### src/rtl/clk_ctrl.sv
// Power/rate sequencer for the lane clock divider: reset, warm-up, run with clk40 loss detection.
// Registered outputs (req_rdy combinational); requests outside IDLE/RUN are refused, not queued.
module clk_ctrl #(
   parameter int RST_CYC  = 4,
   parameter int WARM_CYC = 16,
   parameter int LOSS_CYC = 48
) (
   input  logic       clk,
   input  logic       rst,
   input  logic       req_vld,
   input  logic [1:0] pwr_req,
   output logic       req_rdy,
   input  logic       clk40,
   output logic       div_rst,
   output logic       div_enb,
   output logic [1:0] rate_sel,
   output logic       clk_ok,
   output logic [1:0] pwr_st,
   output logic       err
);

   typedef enum logic [1:0] {
      IDLE = 2'b00,
      DRST = 2'b01,
      WARM = 2'b10,
      RUN  = 2'b11
   } state_t;

   localparam logic [7:0] RST_LAST = 8'(RST_CYC - 1);
   localparam logic [7:0] WARM_N   = 8'(WARM_CYC);
   localparam logic [7:0] LOSS_N   = 8'(LOSS_CYC);

   state_t     state;
   logic [7:0] cnt;
   logic       edge_seen;
   logic       clk40_q;

   logic       edge_now;
   logic       acc;
   logic [7:0] cnt_inc;
   logic       seen_nxt;

   assign edge_now = clk40 & ~clk40_q;
   assign req_rdy  = (state == IDLE) || (state == RUN);
   assign acc      = req_vld & req_rdy;
   assign cnt_inc  = (cnt == 8'hff) ? cnt : cnt + 8'd1;
   assign seen_nxt = edge_seen | edge_now;
   assign pwr_st   = state;

   always_ff @(posedge clk) begin
      if (rst) begin
         state     <= IDLE;
         div_rst   <= 1'b1;
         div_enb   <= 1'b0;
         rate_sel  <= 2'b00;
         clk_ok    <= 1'b0;
         err       <= 1'b0;
         cnt       <= 8'd0;
         edge_seen <= 1'b0;
         clk40_q   <= 1'b0;
      end else begin
         clk40_q <= clk40;
         unique case (state)
            IDLE: begin
               if (acc) begin
                  err <= 1'b0;
                  if (pwr_req != 2'b00) begin
                     rate_sel <= pwr_req;
                     state    <= DRST;
                     cnt      <= 8'd0;
                  end
               end
            end
            DRST: begin
               if (cnt == RST_LAST) begin
                  state     <= WARM;
                  div_rst   <= 1'b0;
                  div_enb   <= 1'b1;
                  cnt       <= 8'd0;
                  edge_seen <= 1'b0;
               end else begin
                  cnt <= cnt_inc;
               end
            end
            WARM: begin
               // cnt_inc counts the current cycle, so exit happens after exactly WARM_CYC cycles
               if (cnt_inc >= WARM_N && seen_nxt) begin
                  state  <= RUN;
                  clk_ok <= 1'b1;
                  cnt    <= 8'd0;
               end else if (cnt_inc >= LOSS_N && !seen_nxt) begin
                  state    <= IDLE;
                  err      <= 1'b1;
                  div_rst  <= 1'b1;
                  div_enb  <= 1'b0;
                  clk_ok   <= 1'b0;
                  rate_sel <= 2'b00;
                  cnt      <= 8'd0;
               end else begin
                  cnt       <= cnt_inc;
                  edge_seen <= seen_nxt;
               end
            end
            RUN: begin
               // Loss is checked first so it beats a request in the same cycle
               if (!edge_now && cnt_inc >= LOSS_N) begin
                  state    <= IDLE;
                  err      <= 1'b1;
                  div_rst  <= 1'b1;
                  div_enb  <= 1'b0;
                  clk_ok   <= 1'b0;
                  rate_sel <= 2'b00;
                  cnt      <= 8'd0;
               end else begin
                  cnt <= edge_now ? 8'd0 : cnt_inc;
                  if (acc) begin
                     err <= 1'b0;
                     if (pwr_req == 2'b00) begin
                        state    <= IDLE;
                        div_rst  <= 1'b1;
                        div_enb  <= 1'b0;
                        clk_ok   <= 1'b0;
                        rate_sel <= 2'b00;
                        cnt      <= 8'd0;
                     end else if (pwr_req != rate_sel) begin
                        rate_sel  <= pwr_req;
                        state     <= WARM;
                        clk_ok    <= 1'b0;
                        cnt       <= 8'd0;
                        edge_seen <= 1'b0;
                     end
                  end
               end
            end
         endcase
      end
   end

endmodule

### config.mk
export PLATFORM = sky130hd
export DESIGN_NAME = clk_ctrl
export DESIGN_NICKNAME = d
export VERILOG_FILES = /design/src/rtl/clk_ctrl.sv
export SDC_FILE = /design/constraint.sdc
export NUM_CORES = 1
export LEC_CHECK = 0
export CAP_MARGIN = 20
export CORE_ASPECT_RATIO = 0.8
export CORE_MARGIN = 10
export CORE_UTILIZATION = 55
export DETAILED_ROUTE_END_ITERATION = 6
export PLACE_DENSITY_LB_ADDON = 0.12
export SLEW_MARGIN = 20
export SYNTH_ARGS = -nofsm -noshare
export SYNTH_HDL_FRONTEND = slang
export SYNTH_SLANG_ARGS = --single-unit
### constraint.sdc
create_clock -name clk -period 3 [get_ports clk]
set_clock_uncertainty 0.05 [all_clocks]
set_input_delay 0.9 -clock clk [delete_from_list [all_inputs] [get_ports clk]]
set_output_delay 0.9 -clock clk [all_outputs]
set_load 0.02 [all_outputs]
==> metrics.csv <==
metric,value,unit
drive_gt1_frac,0.0838,
syn_avg_cell_area,7.87,sq um
cellLeakagePower,0.516,nW
place_ws,-0.0333,ns
fillers,195,
ant_nets,0,
insertion_delay,0.32,ns
grt_overflow_total,0,
drc,0,
post_drt_via_cell_ratio,6.11,
cts_tree,yes,
status,"complete, no violations",
seqPwrFrac,0.307,
rsz0062_at_grt,no,
gp_congestion,0.911,
grt_pass1_vias,1061,
start_util,0.594,
cts_buffer_depth,2,
reg2reg_to,div_rst,
combinationalPowerShare,0.541,
area_delta_synth_final,14.2,%
grt_usage,0.129,
power.density,704,mW/mm^2
clk_pin_slew,0.10,ns
drt-wirelength-per-cell,15.5,um
async_flop_share,0,
synth_top_area_frac,0.274,
ys_seq_area_frac,0.274,
die_area,0.00476,sq mm
vias,1246,
internal_power,611,uW
synth_top_cell_by_area,dfxtp_1,
min_path_cells,1,
vdd_drop_max,559,uV
max_slew_margin,0.637,
postCtsSetupBuffers,0,
cts_hold_buf,0,
antenna_found_initial,0,
synth_nets,178,
hp-class,flop to flop,
required,2.05,ns
wirelength,3150,um
reg2reg_depth,8,
cts_resized,0,
die_h,63.7,um
drtIter0Drc,118,
coreArea,0.00221,sq mm
r2r-start,cnt[0],
fmax,355,MHz
pin_count,15,
finalPower,1.06,mW
ys_types,48,
grt_busiest_layer,met1,
clock_sinks,18,
switching_share,0.422,
grt_pass1_wl,4970,um
grt.met1_usage,0.191,
power.switching,446,uW
endpoint_kind,output port,
grt_start_max_net_pins,15,
tightest_slew,0.541,ns
io_buffers,14,
p_clk_frac,0.152,
hold_slack,0.431,ns
fin_crit,2.82,ns
die_w,74.7,um
worst_slack,0.184,ns
rows,15,
synthFlopType,dfxtp_1,
path_class,flop to output port,
syn_area,0.00132,sq mm
synth_warnings,0,
root_buffer,clkbuf_4,
drtPass1Iterations,4,
startpoint_type,flop,
hold_violations,0,
diodes,0,
synth_edf_count,0,
worst-path-max-fanout,6,
cts-htree-levels,1,
synthCells,167,
hold_start,div_rst,
cap_violations,0,
finalMaxSlewViolations,0,
final_nets,191,
r2r_slack,0.53,ns
arrival,1.87,ns
synthTopCellsByArea,"dfxtp_1, a21oi_1, ha_1",
cts_buffers,3,
met2_usage,0.160,
ys_ff_latch,18,
whs_endpoint,div_rst,
met3_usage,0.0478,
dpl.hpwl,2350,um
finalCritPeriodShare,0.939,
setup_viol,0,
-- through the flow --
step                 util  area, sq um  instances  setup TNS [ns]
floorplan               -         1320        167               0
global placement    0.662         1470        200               0
detailed placement  0.662         1470        200         -0.0462
CTS                 0.678         1500        204               0
global route        0.678         1500        204               0
finish              0.678         1500        204               0
-- power groups by stage --
stage          Combinational [mW]  Clock, mW  Sequential [mW]
2_1_floorplan               0.352          0            0.361
3_3_place_gp                0.562          0            0.326
3_5_place_dp                0.562          0            0.330
4_1_cts                     0.567      0.166            0.324
5_1_grt                     0.620      0.173            0.332
6_report                    0.572      0.161            0.325
-- sequential cells by signal, summed over array words and instances, names as in the netlist --
signal / cells
clk40_q: 1
clk_ok: 1
cnt: 8
div_enb: 1
div_rst: 1
edge_seen: 1
err: 1
pwr_st: 2
rate_sel: 2
-- cell usage in the layout, fill, tap and decap left out, types with 2 or more instances in the layout --
cell and count:
ha_1 5, a21boi_1 3, inv_1 10, nand2b_1 8, o21ai_1 2, o21a_1 3, o21ai_0 12, nand3_1 7
mux2i_1 4, nand2_1 14, a21oi_1 13, clkdlybuf4s50_1 14, nor2b_1 6, clkbuf_4 3, a31oi_1 3, nor2_1 13
dfxtp_1 18, nand4_1 3, o41ai_1 2, a211oi_1 4, nor3_1 3, a211o_1 2
-- critical path: stages, from the launching register on --
cell	delay (ns)
dfxtp_1	0.44
inv_1	0.10
ha_1	0.35
inv_1	0.07
clkdlybuf4s50_1	0.60
-- cell type report --
cell class                      count  area, sq um  area share
Multi-Input combinational cell    131          868       0.578
Sequential cell                    18          360       0.240
Timing Repair Buffer               16          168       0.112
Inverter                           10         37.5      0.0250
Clock buffer                        4         36.3      0.0242
Tap cell                           25         31.3      0.0208
-- worst max-delay path by stage --
stage	start	end	slack, ns	cells past startpoint
6_report	pwr_st[0]	req_rdy	0.18	4
5_1_grt	pwr_st[0]	req_rdy	0.04	4
4_1_cts	pwr_st[0]	req_rdy	0.18	4
3_5_place_dp	pwr_req[1]	rate_sel[1]	-0.03	8
3_3_place_gp	pwr_req[1]	rate_sel[0]	0.05	8
2_1_floorplan	pwr_req[1]	cnt[5]	0.71	8
-- per-layer routing --
layer  share of wire  up-vias
met4           0.012        0
met3           0.097        5
met1            0.50      566
met2            0.39       45
met5               0        -
li1                -      630
-- cells in the mapped netlist, types with 2 or more instances --
master,number
o21ai_0,12
nand2_1,14
nor3_1,3
nand3_1,7
o21a_1,3
nand4_1,3
inv_1,10
a21boi_1,3
buf_6,2
clkbuf_1,3
nor2_1,13
a211o_1,2
dfxtp_1,18
nor2b_1,6
nand2b_1,8
mux2i_1,4
buf_2,2
o21ai_1,2
a211oi_1,4
ha_1,5
o41ai_1,2
a31oi_1,3
a21oi_1,13
-- logic make-up after synthesis --
kind of cell    count (synthesis)  synth area share
simple gates                   66             0.285
compound gates                 55             0.291
buf+inv                        18            0.0656
flops                          18             0.274
fa+ha+maj                       5            0.0476
mux                             4            0.0304
xor+xnor                        1           0.00666
(Power assumes the default switching activity.)
